## config.mk

```make
export PLATFORM = sky130hd
export DESIGN_NAME = uart_rx_fifo
export DESIGN_NICKNAME = d
export VERILOG_FILES = /design/src/rtl/uart_pkg.sv /design/src/rtl/sync_fifo.sv /design/src/rtl/uart_rx_fifo.sv
export SDC_FILE = /design/constraint.sdc
export NUM_CORES = 1
export LEC_CHECK = 0
export ABC_AREA = 0
export BUFFER_PORTS_ARGS = -buffer_cell sky130_fd_sc_hd__buf_2
export CORE_ASPECT_RATIO = 0.9
export CORE_MARGIN = 5
export CORE_UTILIZATION = 46
export DETAILED_ROUTE_END_ITERATION = 6
export SLEW_MARGIN = 20
export SYNTH_ARGS = -nofsm -noshare
export SYNTH_HDL_FRONTEND = slang
export SYNTH_SLANG_ARGS = --single-unit
```

## constraint.sdc

```tcl
create_clock -name i_clk -period 3.5 [get_ports i_clk]
set_input_delay 0.35 -clock i_clk [delete_from_list [all_inputs] [get_ports i_clk]]
set_output_delay 0.35 -clock i_clk [all_outputs]
set_load 0.01 [all_outputs]
```

## src/rtl/uart_pkg.sv

```systemverilog
// Shared constants and helpers for the UART receive path.
package uart_pkg;

  // Default width of one received character.
  localparam int SIZE_DATA_DEF   = 8;

  // Default receiver oversampling ratio (samples per bit period).
  localparam int OVER_SAMPLE_DEF = 16;

  // Width of an occupancy counter that must represent 0..depth inclusive.
  function automatic int cnt_width(input int depth);
    return $clog2(depth) + 1;
  endfunction

endpackage : uart_pkg

```

## src/rtl/sync_fifo.sv

```systemverilog
// Single-clock circular FIFO with first-word-fall-through read.
// Full/empty come from a registered occupancy count, never from pointer compare.
// A write is accepted when not full, or when full but a read retires the head
// in the same cycle; a read is accepted only when not empty.
module sync_fifo
  import uart_pkg::*;
#(
  parameter int WIDTH = SIZE_DATA_DEF,
  parameter int DEPTH = 16
) (
  input  logic                        i_clk,
  input  logic                        i_rst,
  input  logic                        i_wr_req,
  input  logic [WIDTH-1:0]            i_wr_data,
  input  logic                        i_rd_req,
  output logic [WIDTH-1:0]            o_rd_data,
  output logic [cnt_width(DEPTH)-1:0] o_count,
  output logic                        o_full,
  output logic                        o_empty,
  output logic                        o_wr_en,
  output logic                        o_rd_en
);

  localparam int AW = $clog2(DEPTH);
  localparam int CW = cnt_width(DEPTH);
  localparam logic [CW-1:0] FULL_CNT = CW'(DEPTH);

  logic [WIDTH-1:0] r_mem [DEPTH];
  logic [AW-1:0]    r_wr_ptr;
  logic [AW-1:0]    r_rd_ptr;
  logic [CW-1:0]    r_count;

  logic w_wr_en;
  logic w_rd_en;

  assign o_empty = (r_count == '0);
  assign o_full  = (r_count == FULL_CNT);
  assign o_count = r_count;

  // Read retires the head only when something is stored; a write into a full
  // FIFO is legal only if the head leaves in the same cycle.
  assign w_rd_en = i_rd_req & ~o_empty;
  assign w_wr_en = i_wr_req & (~o_full | w_rd_en);
  assign o_wr_en = w_wr_en;
  assign o_rd_en = w_rd_en;

  // FWFT: head entry is visible combinationally.
  assign o_rd_data = r_mem[r_rd_ptr];

  // Storage write.
  // NOTE: the data array has no reset; valid-ness is tracked by r_count, so
  // clearing it would only cost reset fan-out and block RAM inference.
  always_ff @(posedge i_clk) begin
    if (w_wr_en) begin
      // NOTE: non-blocking assignments in clocked processes so every register
      // samples pre-edge values regardless of statement order.
      r_mem[r_wr_ptr] <= i_wr_data;
    end
  end

  // Pointer and occupancy update; pointers are power-of-two wide and wrap naturally.
  always_ff @(posedge i_clk) begin
    if (i_rst) begin
      r_wr_ptr <= '0;
      r_rd_ptr <= '0;
      r_count  <= '0;
    end else begin
      if (w_wr_en) r_wr_ptr <= r_wr_ptr + AW'(1);
      if (w_rd_en) r_rd_ptr <= r_rd_ptr + AW'(1);
      case ({w_wr_en, w_rd_en})
        2'b10:   r_count <= r_count + CW'(1);
        2'b01:   r_count <= r_count - CW'(1);
        default: r_count <= r_count;
      endcase
    end
  end

endmodule : sync_fifo

```

## src/rtl/uart_rx_fifo.sv

```systemverilog
// Receive buffer behind the UART receiver: one push per rising edge of the
// done level, FWFT valid/ready read side, full/almost-full status and a
// sticky overflow flag for bytes dropped while full.
module uart_rx_fifo
  import uart_pkg::*;
#(
  parameter int SIZE_DATA       = SIZE_DATA_DEF,
  parameter int DEPTH           = 16,
  parameter int ALMOST_FULL_LVL = 12
) (
  input  logic                        i_clk,
  input  logic                        i_rst,
  input  logic [SIZE_DATA-1:0]        i_rx_data,
  input  logic                        i_rx_done,
  output logic                        o_fifo_full,
  output logic [SIZE_DATA-1:0]        o_rd_data,
  output logic                        o_rd_valid,
  input  logic                        i_rd_ready,
  output logic [cnt_width(DEPTH)-1:0] o_count,
  output logic                        o_almost_full,
  output logic                        o_overflow,
  input  logic                        i_ovf_clr
);

  localparam int CW = cnt_width(DEPTH);
  localparam logic [CW-1:0] AF_CNT = CW'(ALMOST_FULL_LVL);

  logic          r_done_q;
  logic          r_overflow;
  logic          w_push_req;
  logic          w_ovf_set;
  logic          w_full;
  logic          w_empty;
  logic          w_wr_en;
  logic          w_rd_en;
  logic [CW-1:0] w_count;

  // Done-level history. Loaded even during reset so a level held across
  // reset release is not mistaken for a new frame.
  always_ff @(posedge i_clk) begin
    r_done_q <= i_rx_done;
  end

  assign w_push_req = i_rx_done & ~r_done_q;

  sync_fifo #(
    .WIDTH (SIZE_DATA),
    .DEPTH (DEPTH)
  ) u_fifo (
    .i_clk     (i_clk),
    .i_rst     (i_rst),
    .i_wr_req  (w_push_req),
    .i_wr_data (i_rx_data),
    .i_rd_req  (i_rd_ready),
    .o_rd_data (o_rd_data),
    .o_count   (w_count),
    .o_full    (w_full),
    .o_empty   (w_empty),
    .o_wr_en   (w_wr_en),
    .o_rd_en   (w_rd_en)
  );

  // A byte is lost only when it arrives on a full FIFO with no head leaving.
  assign w_ovf_set = w_push_req & ~w_wr_en;

  // Sticky overflow; a new drop wins over a simultaneous clear.
  always_ff @(posedge i_clk) begin
    if (i_rst) begin
      r_overflow <= 1'b0;
    end else if (w_ovf_set) begin
      r_overflow <= 1'b1;
    end else if (i_ovf_clr) begin
      r_overflow <= 1'b0;
    end
  end

  assign o_fifo_full   = w_full;
  assign o_rd_valid    = ~w_empty;
  assign o_count       = w_count;
  assign o_almost_full = (w_count >= AF_CNT);
  assign o_overflow    = r_overflow;

endmodule : uart_rx_fifo
```

==> metrics.txt, run 1 <==
Mapped Nets=358; post-synthesis adder-cell area fraction=0.01908; proportion of layout cells with a drive suffix above 1=0.2364; Max clock buf depth=2; routability cong.=0.7662; grt total ovfl=0; period utilization=0.8968; crit-path max FO=9; Worst EP required=3.86 ns; IR drop worst, VDD=0.3604 mV; asr flop ratio synth=0; Setup CP Type=reg2reg; CP Cell Sequence=or4_1 -> o21ai_1 -> inv_1 -> ha_1 -> ha_1 -> o21ai_0 -> or3_1 -> a2111o_1 -> nand4_1; Syn Inst Count=336; core area=12,640 sq um; Synth area leader=edfxtp_1; Routed met2 length=5.373 mm; Syn Std Cell Area=5901 sq um; XOR/XNOR Fraction of Synth Area=0.01039; Final Hold Viols=0; synth-to-layout area growth=14.55%; FF+latch count, synth=147; largest net degree at the start of global routing=33; fin crit period=3.139 ns; outcome=complete, no violations; most used cell, CP=ha_1; wire length on met3=695 um; Die X-Extent=129.4 um; mean post-synth cell area=17.56 sq um; number of global-route vias before repair=3,040; DRC violations left=0; initial antenna violation count=0; via count=3,039; Distinct cells, synth=37; final setup fails=0; clk_lat worst skew=0.42 ns; PD cells=648.2 nW/um^2; Pre-antenna DRT Iters=4; Buffers on Ports=29; main combinational cell family by area after synthesis=multiplexers; DP Area=6250 sq um; number of buffers created by CTS=17; Cells after DPL=518; num rows=39; LEAKAGE=2.266 nW; Die H=117.4 um; GRT Total Usage=0.1605; DRT iter0 DRCs=279; Total Wirelength=11.29 mm; dominant synthesized flop cell=edfxtp_1; pre-CTS WS=0.3779 ns; maxcap violations=0; setup ws final=0.3614 ns; Post-DP HPWL=6.915 mm; largest cells by area after synthesis=edfxtp_1 (65%), mux4_2 (12%), dfxtp_1 (6.4%), a22oi_1 (2.0%), ha_1 (1.9%); endpoint class of the critical path=flop; Post-CTS Setup Bufs=0; met1 WL=5.079 mm; DRT antenna net count=0; EDFF count, synth=128; Setup TNS=0 ns; # diodes=0; Worst slew margin=0.3887; crit start category=flop; post-synth top area share=0.6514; CTS clk-pin slew, worst paths=0.06 ns; worst path arrival time=3.50 ns; Worst-Margin Slew=0.9136 ns; CTS tree=built; mux share of post-synthesis cell area=0.1272; cts hold-fix bufs=0; final clock skew=0.009146 ns; first-pass GRT wire length=17.58 mm; slowest cell delay on critical path=0.68 ns; complex-gate fraction of the synthesized area=0.04198; Hold Path Class=in2reg; Starting Density=0.4669; Ports=30; Seq/Total Area, Yosys=0.7159; clock root cell=clkbuf_16; slowest stage cell, crit path=or4_1; Simple-Gate Fraction of Synth Area=0.06913; final non-filler cell total=549; Fmax=318.6 MHz; Final Net Count=395; post-CTS sizing=0; highest routed layer=met4; H-tree levels=4; Final Slew Violations=0; clk sinks=147; final instance area=6759 sq um; RSZ-0062 raised after global routing=false; Ys Warns=0; wire per inst=20.56 um; vias per inst=5.536; total die area=15,200 sq um
[routing by layer]
layer,GRT usage,vias up
li1,-,1416
met1,0.2297,1545
met2,0.2358,68
met3,0.03818,10
met4,0.06824,0
met5,0,-
[synthesized netlist by cell type, types with 6 or more instances]
| library cell | n |
|---|---|
| inv_1 | 6 |
| nor2_1 | 21 |
| dfxtp_1 | 19 |
| nor3_1 | 6 |
| nand3_1 | 6 |
| mux4_2 | 32 |
| edfxtp_1 | 128 |
| ha_1 | 9 |
| a22oi_1 | 16 |
| clkbuf_1 | 10 |
| nand2_1 | 16 |
[layout make-up]
type                            count  area (sq um)
Multi-Input combinational cell    165          1587
Clock buffer                       22         444.2
Timing Repair Buffer               36         210.2
Fill cell                        1026          5879
Sequential cell                   147          4225
Clock inverter                      9         65.06
Tap cell                          164         205.2
Inverter                            6         22.52
[critical path: cells and delay by family (launching register included)]
family,cells,cell delay (ns)
adder cells (fa/ha/maj),2,0.70
buffers and inverters,1,0.11
flip-flops,1,0.38
AO/OA/AOI/OAI,3,0.79
AND/OR/NAND/NOR,3,1.10
[power breakdown]
| part | internal (W) | total (W) | switching, W |
|---|---|---|---|
| clock network | 0.000954 | 0.00158 | 0.000627 |
| logic | 0.000363 | 0.000788 | 0.000425 |
| registers | 0.00196 | 0.00201 | 0.0000550 |
| total | 0.00327 | 0.00438 | 0.00111 |
[through the flow]
stage          hold WS (ns)  utilization  total power, W
3_3_place_gp         0.4615       0.4945        0.002834
6_report            0.04602       0.5348        0.004381
2_1_floorplan        0.3777            -        0.002629
5_1_grt             0.04930       0.5348        0.004598
4_1_cts             0.03206       0.5348        0.004428
3_5_place_dp         0.4718       0.4945        0.002850
[registers in the layout, summed over array words and instances (netlist names), named ones only]
register / count
u_fifo.r_mem: 128
u_fifo.o_count: 5
u_fifo.r_rd_ptr: 4
u_fifo.r_wr_ptr: 4
o_overflow: 1
r_done_q: 1
[logic make-up after synthesis]
group	Yosys count
adders and majority gates	9
AOI/OAI and AO/OA	34
buffers and inverters	24
DFF	147
and+or+nand+nor	80
muxes	35
xor gates and xnor gates	7
[layout by cell type (no fill, tap or decap), drive strengths merged, types with 3 or more instances in the layout]
master	count
clkinv	7
o21ai	6
or3	4
nor2	21
nand4	3
and2	4
mux4	32
inv	6
nand2b	3
mux2i	3
clkbuf	22
buf	36
and3	5
nor3	6
nand3	6
edfxtp	128
nor2b	4
ha	9
a21oi	5
nand2	16
xor2	5
a22oi	16
dfxtp	19
[final timing paths]
check / start / to / slack (ns) / cells after the start
hold reg to reg: u_fifo.r_rd_ptr[3] / u_fifo.r_rd_ptr[3] / 0.54 / 2
setup reg to reg: u_fifo.o_count[1] / u_fifo.o_count[4] / 0.36 / 9
hold / removal: i_rx_done / r_done_q / 0.05 / 1
setup / recovery: u_fifo.o_count[1] / u_fifo.o_count[4] / 0.36 / 9
Note: power is estimated with default switching activity, not from simulation.
==> inputs of run 2 (changes only) <==
- CORE_MARGIN: 5 -> unset
==> run 2 against run 1 <==
Compared with the run above: sequential cell count is the same; worst setup slack lost 0.064 ns; cell area is essentially flat; routed wire length grew 1.7%; fmax shrank 2.0%; largest cell class unchanged; highest routed layer unchanged.
==> metrics.txt, run 2 (synthesis results as in run 1) <==
pre-CTS WS=0.3302 ns (was 0.3779 ns); Setup TNS=0 ns (unchanged); Critical Path Sink=u_fifo.o_count[4] (unchanged); CP Cell Sequence=or4_1 -> o21ai_1 -> inv_1 -> ha_1 -> xor2_1 -> ha_1 -> o21ai_0 -> or3_1 -> a2111o_1 -> nand4_1 (was or4_1 -> o21ai_1 -> inv_1 -> ha_1 -> ha_1 -> o21ai_0 -> or3_1 -> a2111o_1 -> nand4_1); first-pass GRT wire length=18.18 mm (was 17.58 mm); Final Net Count=399 (was 395); setup ws final=0.2975 ns (was 0.3614 ns); crit start category=flop (unchanged); final setup fails=0 (unchanged); fin crit period=3.202 ns (was 3.139 ns); Worst slew margin=0.3854 (was 0.3887); Setup CP Type=reg2reg (unchanged); outcome=complete, no violations (unchanged); FF-to-FF path depth=10 (was 9); via count=3,056 (was 3,039); Largest register FFs=128 (unchanged); IR drop worst, VDD=0.3486 mV (was 0.3604 mV); slowest stage cell, crit path=or4_1 (unchanged); DRC violations left=0 (unchanged); initial antenna violation count=1 (was 0); wire per inst=20.86 um (was 20.56 um); RR Startpoint=u_fifo.o_count[0] (was u_fifo.o_count[1]); Fmax=312.3 MHz (was 318.6 MHz); most frequent cells in the layout=edfxtp_1 (128), mux4_2 (32), buf_2 (29), nor2_1 (21), dfxtp_1 (18) (unchanged); Post-CTS Setup Bufs=0 (unchanged); PD cells=640.3 nW/um^2 (was 648.2 nW/um^2); Starting Density=0.4810 (was 0.4669); final non-filler cell total=550 (was 549); largest net degree at the start of global routing=33 (unchanged); number of global-route vias before repair=3,200 (was 3,040); Worst-Margin Slew=0.9185 ns (was 0.9136 ns); Die H=109.4 um (was 117.4 um); total power=0.004331 W (was 0.004381 W); num rows=38 (was 39); Max clock buf depth=2 (unchanged); DP Area=6275 sq um (was 6250 sq um); RSZ-0062 raised after global routing=false (unchanged); Worst EP required=3.85 ns (was 3.86 ns); CTS tree=built (unchanged); LEAKAGE=2.282 nW (was 2.266 nW); synth-to-layout area growth=14.63% (was 14.55%); core area=12,270 sq um (was 12,640 sq um); Total Wirelength=11.47 mm (was 11.29 mm); Buffers on Ports=29 (unchanged); CP Buf/Inv Count=1 (unchanged); post-CTS sizing=0 (unchanged); endpoint class of the critical path=flop (unchanged); Worst Setup SP=u_fifo.o_count[0] (was u_fifo.o_count[1]); crit-path max FO=9 (unchanged); Final Slew Violations=0 (unchanged); cts hold-fix bufs=0 (unchanged); number of buffers created by CTS=17 (unchanged); grt total ovfl=0 (unchanged); Pre-antenna DRT Iters=4 (unchanged); most used cell, CP=ha_1 (unchanged); CP delay by family, top=simple AND/OR/NAND/NOR gates (unchanged); proportion of layout cells with a drive suffix above 1=0.2494 (was 0.2364); Hold Path Class=in2reg (unchanged); H-tree levels=4 (unchanged); RR Endpoint=u_fifo.o_count[4] (unchanged); period utilization=0.9150 (was 0.8968); CTS clk-pin slew, worst paths=0.06 ns (about the same); met3 GRT Util=0.06950 (was 0.03818); Die X-Extent=121.4 um (was 129.4 um); final clock skew=0.005506 ns (was 0.009146 ns); worst path arrival time=3.55 ns (was 3.50 ns); Reg with most FFs=u_fifo.r_mem (unchanged); met2 GRT Util=0.2894 (was 0.2358); reg2reg setup slack=0.30 ns (was 0.36 ns); slowest cell delay on critical path=0.70 ns (was 0.68 ns); final instance area=6764 sq um (was 6759 sq um); total die area=13,290 sq um (was 15,200 sq um); Ports=30 (unchanged); maxcap violations=0 (unchanged); Final Hold Viols=0 (unchanged); routability cong.=0.7857 (was 0.7662); WP depth=10 (was 9); global routing's busiest layer=met2 (unchanged); DRT iter0 DRCs=314 (was 279); clock root cell=clkbuf_16 (unchanged); commonest non-fill, non-tap cell in the layout=edfxtp_1 (unchanged); GR Util met1=0.2749 (was 0.2297); vias per inst=5.556 (was 5.536); clk_lat worst skew=0.41 ns (was 0.42 ns); Post-DP HPWL=7.107 mm (was 6.915 mm); Cells after DPL=518 (unchanged); DRT antenna net count=0 (unchanged); clk sinks=147 (unchanged); GRT Total Usage=0.1958 (was 0.1605)
run 2: cell types whose count changed in the layout (fill, tap and decap cells not counted), sizes merged:
cell / before / now
buf: 36 / 40
diode: 0 / 1
bufinv: 1 / 0
clkbuf: 22 / 23
run 2: area by class of cell:
type	instances	area, sq um
inverters	6	22.52
well taps	160	200.2
repair buffers	40	240.2
clock inverters	8	38.79
flip-flops and latches	147	4225
fillers	994	5503
clock buffers	23	447.9
diodes	1	2.502
multi-input cells	165	1587
run 2: per-layer routing:
layer,part of all wire,wire [um]
met1,0.48,5470
met2,0.46,5282
met5,0,0
met3,0.054,617
met4,0.0090,103
run 2: worst min path at each step:
stage               from       end  slack (ns)  cells after the start
2_1_floorplan  i_rx_done  r_done_q        0.38                      0
3_3_place_gp   i_rx_done  r_done_q        0.46                      1
3_5_place_dp   i_rx_done  r_done_q        0.47                      1
4_1_cts        i_rx_done  r_done_q        0.03                      1
5_1_grt        i_rx_done  r_done_q        0.03                      1
6_report       i_rx_done  r_done_q        0.05                      1
run 2: power by group:
group | internal [W] | switching (W)
Combinational | 0.000364 | 0.000437
Clock | 0.000887 | 0.000633
Sequential | 0.00196 | 0.0000545
run 2: per-stage QoR:
step / hold WS (ns) / util
2_1_floorplan: 0.3777 / -
3_5_place_dp: 0.4665 / 0.5115
3_3_place_gp: 0.4621 / 0.5115
6_report: 0.04568 / 0.5514
5_1_grt: 0.02784 / 0.5512
4_1_cts: 0.02938 / 0.5512
==> inputs of run 3 (changes only) <==
- BUFFER_PORTS_ARGS: -buffer_cell sky130_fd_sc_hd__buf_2 -> unset
- CORE_ASPECT_RATIO: 0.9 -> 1.75
- CORE_UTILIZATION: 46 -> 30
- DONT_BUFFER_PORTS: unset -> 1
==> run 3 against run 2 <==
Compared with the run above: cell area up 1.2%; worst hold slack lost 0.026 ns; fmax is 1.3% higher; die area increased by 52%; sequential cell count did not move; largest power group unchanged.
==> metrics.txt, run 3 (synthesis results as in run 1) <==
Setup CP Type=reg2reg (unchanged); final hold slack=0.01920 ns (was 0.04568 ns); Final Hold Viols=0 (unchanged); CTS clk-pin slew, worst paths=0.06 ns (about the same); Buffers on Ports=0 (was 29); Final Net Count=372 (was 399); num rows=67 (was 38); period utilization=0.9033 (was 0.9150); fin util=0.3564 (was 0.5514); sequential power share=0.454 (was 0.464); RSZ-0062 raised after global routing=false (unchanged); vias per inst=4.897 (was 5.556); Cells after DPL=570 (was 518); DRC violations left=0 (unchanged); Worst-Margin Slew=0.8307 ns (was 0.9185 ns); Worst EP required=3.85 ns (about the same); clock root cell=clkbuf_16 (unchanged); Reg with most FFs=u_fifo.r_mem (unchanged); DRT iter0 DRCs=148 (was 314); Worst Hold Launch=i_rst (was i_rx_done); Die H=187.5 um (was 109.4 um); Die X-Extent=108.0 um (was 121.4 um); final setup fails=0 (unchanged); core area=19,200 sq um (was 12,270 sq um); total die area=20,260 sq um (was 13,290 sq um); LEAKAGE=2.216 nW (was 2.282 nW); final non-filler cell total=604 (was 550); worst path arrival time=3.51 ns (was 3.55 ns); Total Wirelength=11.58 mm (was 11.47 mm); Clk pwr share=0.396 (was 0.351); reg2reg setup slack=0.34 ns (was 0.30 ns); grt total ovfl=0 (unchanged); power share of the combinational group=0.150 (was 0.185); Hold Path Class=in2reg (unchanged); Largest register FFs=128 (unchanged); clk_lat worst skew=0.41 ns (about the same); Pre-antenna DRT Iters=4 (unchanged); # diodes=0 (was 1); Fmax=316.3 MHz (was 312.3 MHz); wire per inst=19.17 um (was 20.86 um); FF-to-FF path depth=9 (was 10); crit start category=flop (unchanged); GR Util met1=0.1301 (was 0.2749); CTS tree=built (unchanged); synth-to-layout area growth=15.97% (was 14.63%); outcome=complete, no violations (unchanged); fin crit period=3.161 ns (was 3.202 ns); number of buffers created by CTS=17 (unchanged); worst hold path endpoint=u_fifo.r_wr_ptr[3] (was r_done_q); PD cells=658.7 nW/um^2 (was 640.3 nW/um^2); RR Endpoint=u_fifo.o_count[4] (unchanged); Starting Density=0.3074 (was 0.4810); largest net degree at the start of global routing=33 (unchanged); initial antenna violation count=0 (was 1); routability cong.=0.7631 (was 0.7857); Worst slew margin=0.4420 (was 0.3854); maxcap violations=0 (unchanged); Setup TNS=0 ns (unchanged); GRT Total Usage=0.1233 (was 0.1958); Max clock buf depth=2 (unchanged); number of global-route vias before repair=3,149 (was 3,200); Psw=0.001221 W (was 0.001124 W); first-pass GRT wire length=17.93 mm (was 18.18 mm); crit-path max FO=9 (unchanged); final clock skew=0.01406 ns (was 0.005506 ns); commonest non-fill, non-tap cell in the layout=edfxtp_1 (unchanged); most frequent cells in the layout=edfxtp_1 (128), mux4_2 (32), nor2_1 (21), dfxtp_1 (18), clkbuf_16 (17) (was edfxtp_1 (128), mux4_2 (32), buf_2 (29), nor2_1 (21), dfxtp_1 (18)); proportion of layout cells with a drive suffix above 1=0.2121 (was 0.2494); via count=2,958 (was 3,056); endpoint class of the critical path=flop (unchanged); Internal=0.003286 W (was 0.003207 W); hold path cells=1 (unchanged); met3 GRT Util=0.02850 (was 0.06950); global routing's busiest layer=met2 (unchanged); clk sinks=147 (unchanged); RR Startpoint=u_fifo.o_count[1] (was u_fifo.o_count[0]); IR drop worst, VDD=0.3911 mV (was 0.3486 mV); DRT antenna net count=0 (unchanged); post-CTS sizing=0 (unchanged); H-tree levels=4 (unchanged); met2 GRT Util=0.2261 (was 0.2894); switch share=0.2709 (was 0.2595); Post-DP HPWL=7.804 mm (was 7.107 mm); Ports=30 (unchanged); Final Slew Violations=0 (unchanged)
-- run 3: per-stage QoR --
stage | instance area [sq um] | setup WS, ns | total power (W)
floorplan | 5901 | 0.2632 | 0.002629
global placement | 6231 | 0.4223 | 0.002751
detailed placement | 6231 | 0.3453 | 0.002770
CTS | 6843 | 0.3268 | 0.004558
global route | 6843 | 0.1402 | 0.004687
finish | 6843 | 0.3385 | 0.004508
-- run 3: layer usage --
layer / vias up / wire (um)
met2: 69 / 6506
met5: - / 0
met3: 18 / 442
met1: 1498 / 4357
li1: 1373 / -
met4: 0 / 273
-- run 3: power groups by stage --
stage,clock network [W],logic [W],registers [W]
3_3_place_gp,0,0.000668,0.00208
6_report,0.00179,0.000675,0.00205
3_5_place_dp,0,0.000682,0.00209
4_1_cts,0.00182,0.000688,0.00205
5_1_grt,0.00188,0.000742,0.00206
2_1_floorplan,0,0.000582,0.00205
-- run 3: how the worst max path moves through the flow --
stage                                 start           endpoint  cells after the start
after global routing      u_fifo.o_count[1]  u_fifo.o_count[4]                      9
final                     u_fifo.o_count[1]  u_fifo.o_count[4]                      9
after detailed placement  u_fifo.o_count[1]  u_fifo.o_count[4]                      9
after floorplan           u_fifo.o_count[0]  u_fifo.o_count[4]                     12
after global placement    u_fifo.o_count[1]  u_fifo.o_count[4]                      9
after CTS                 u_fifo.o_count[1]  u_fifo.o_count[4]                      9
-- run 3: cell type report --
| type | count | area (sq um) |
|---|---|---|
| Tap cell | 241 | 301.5 |
| Fill cell | 1775 | 12350 |
| Clock inverter | 14 | 162.7 |
| Inverter | 6 | 22.52 |
| Timing Repair Buffer | 13 | 115.1 |
| Multi-Input combinational cell | 165 | 1587 |
| Sequential cell | 147 | 4225 |
| Clock buffer | 18 | 429.2 |
-- run 3: worst max-delay path: stages, from the launching register on --
cell and delay (ns):
dfxtp_1 0.41, or4_1 0.70, o21ai_1 0.32, inv_1 0.11, ha_1 0.32, ha_1 0.36
o21ai_0 0.08, or3_1 0.35, a2111o_1 0.38, nand4_1 0.07
-- run 3: timing repair --
| action | in CTS | in global routing |
|---|---|---|
| hold endpoints to repair | 13 | 0 |
| endpoints found under the setup margin | 0 | 0 |
| hold buffers | 2 | 0 |
| setup buffers | 0 | 0 |
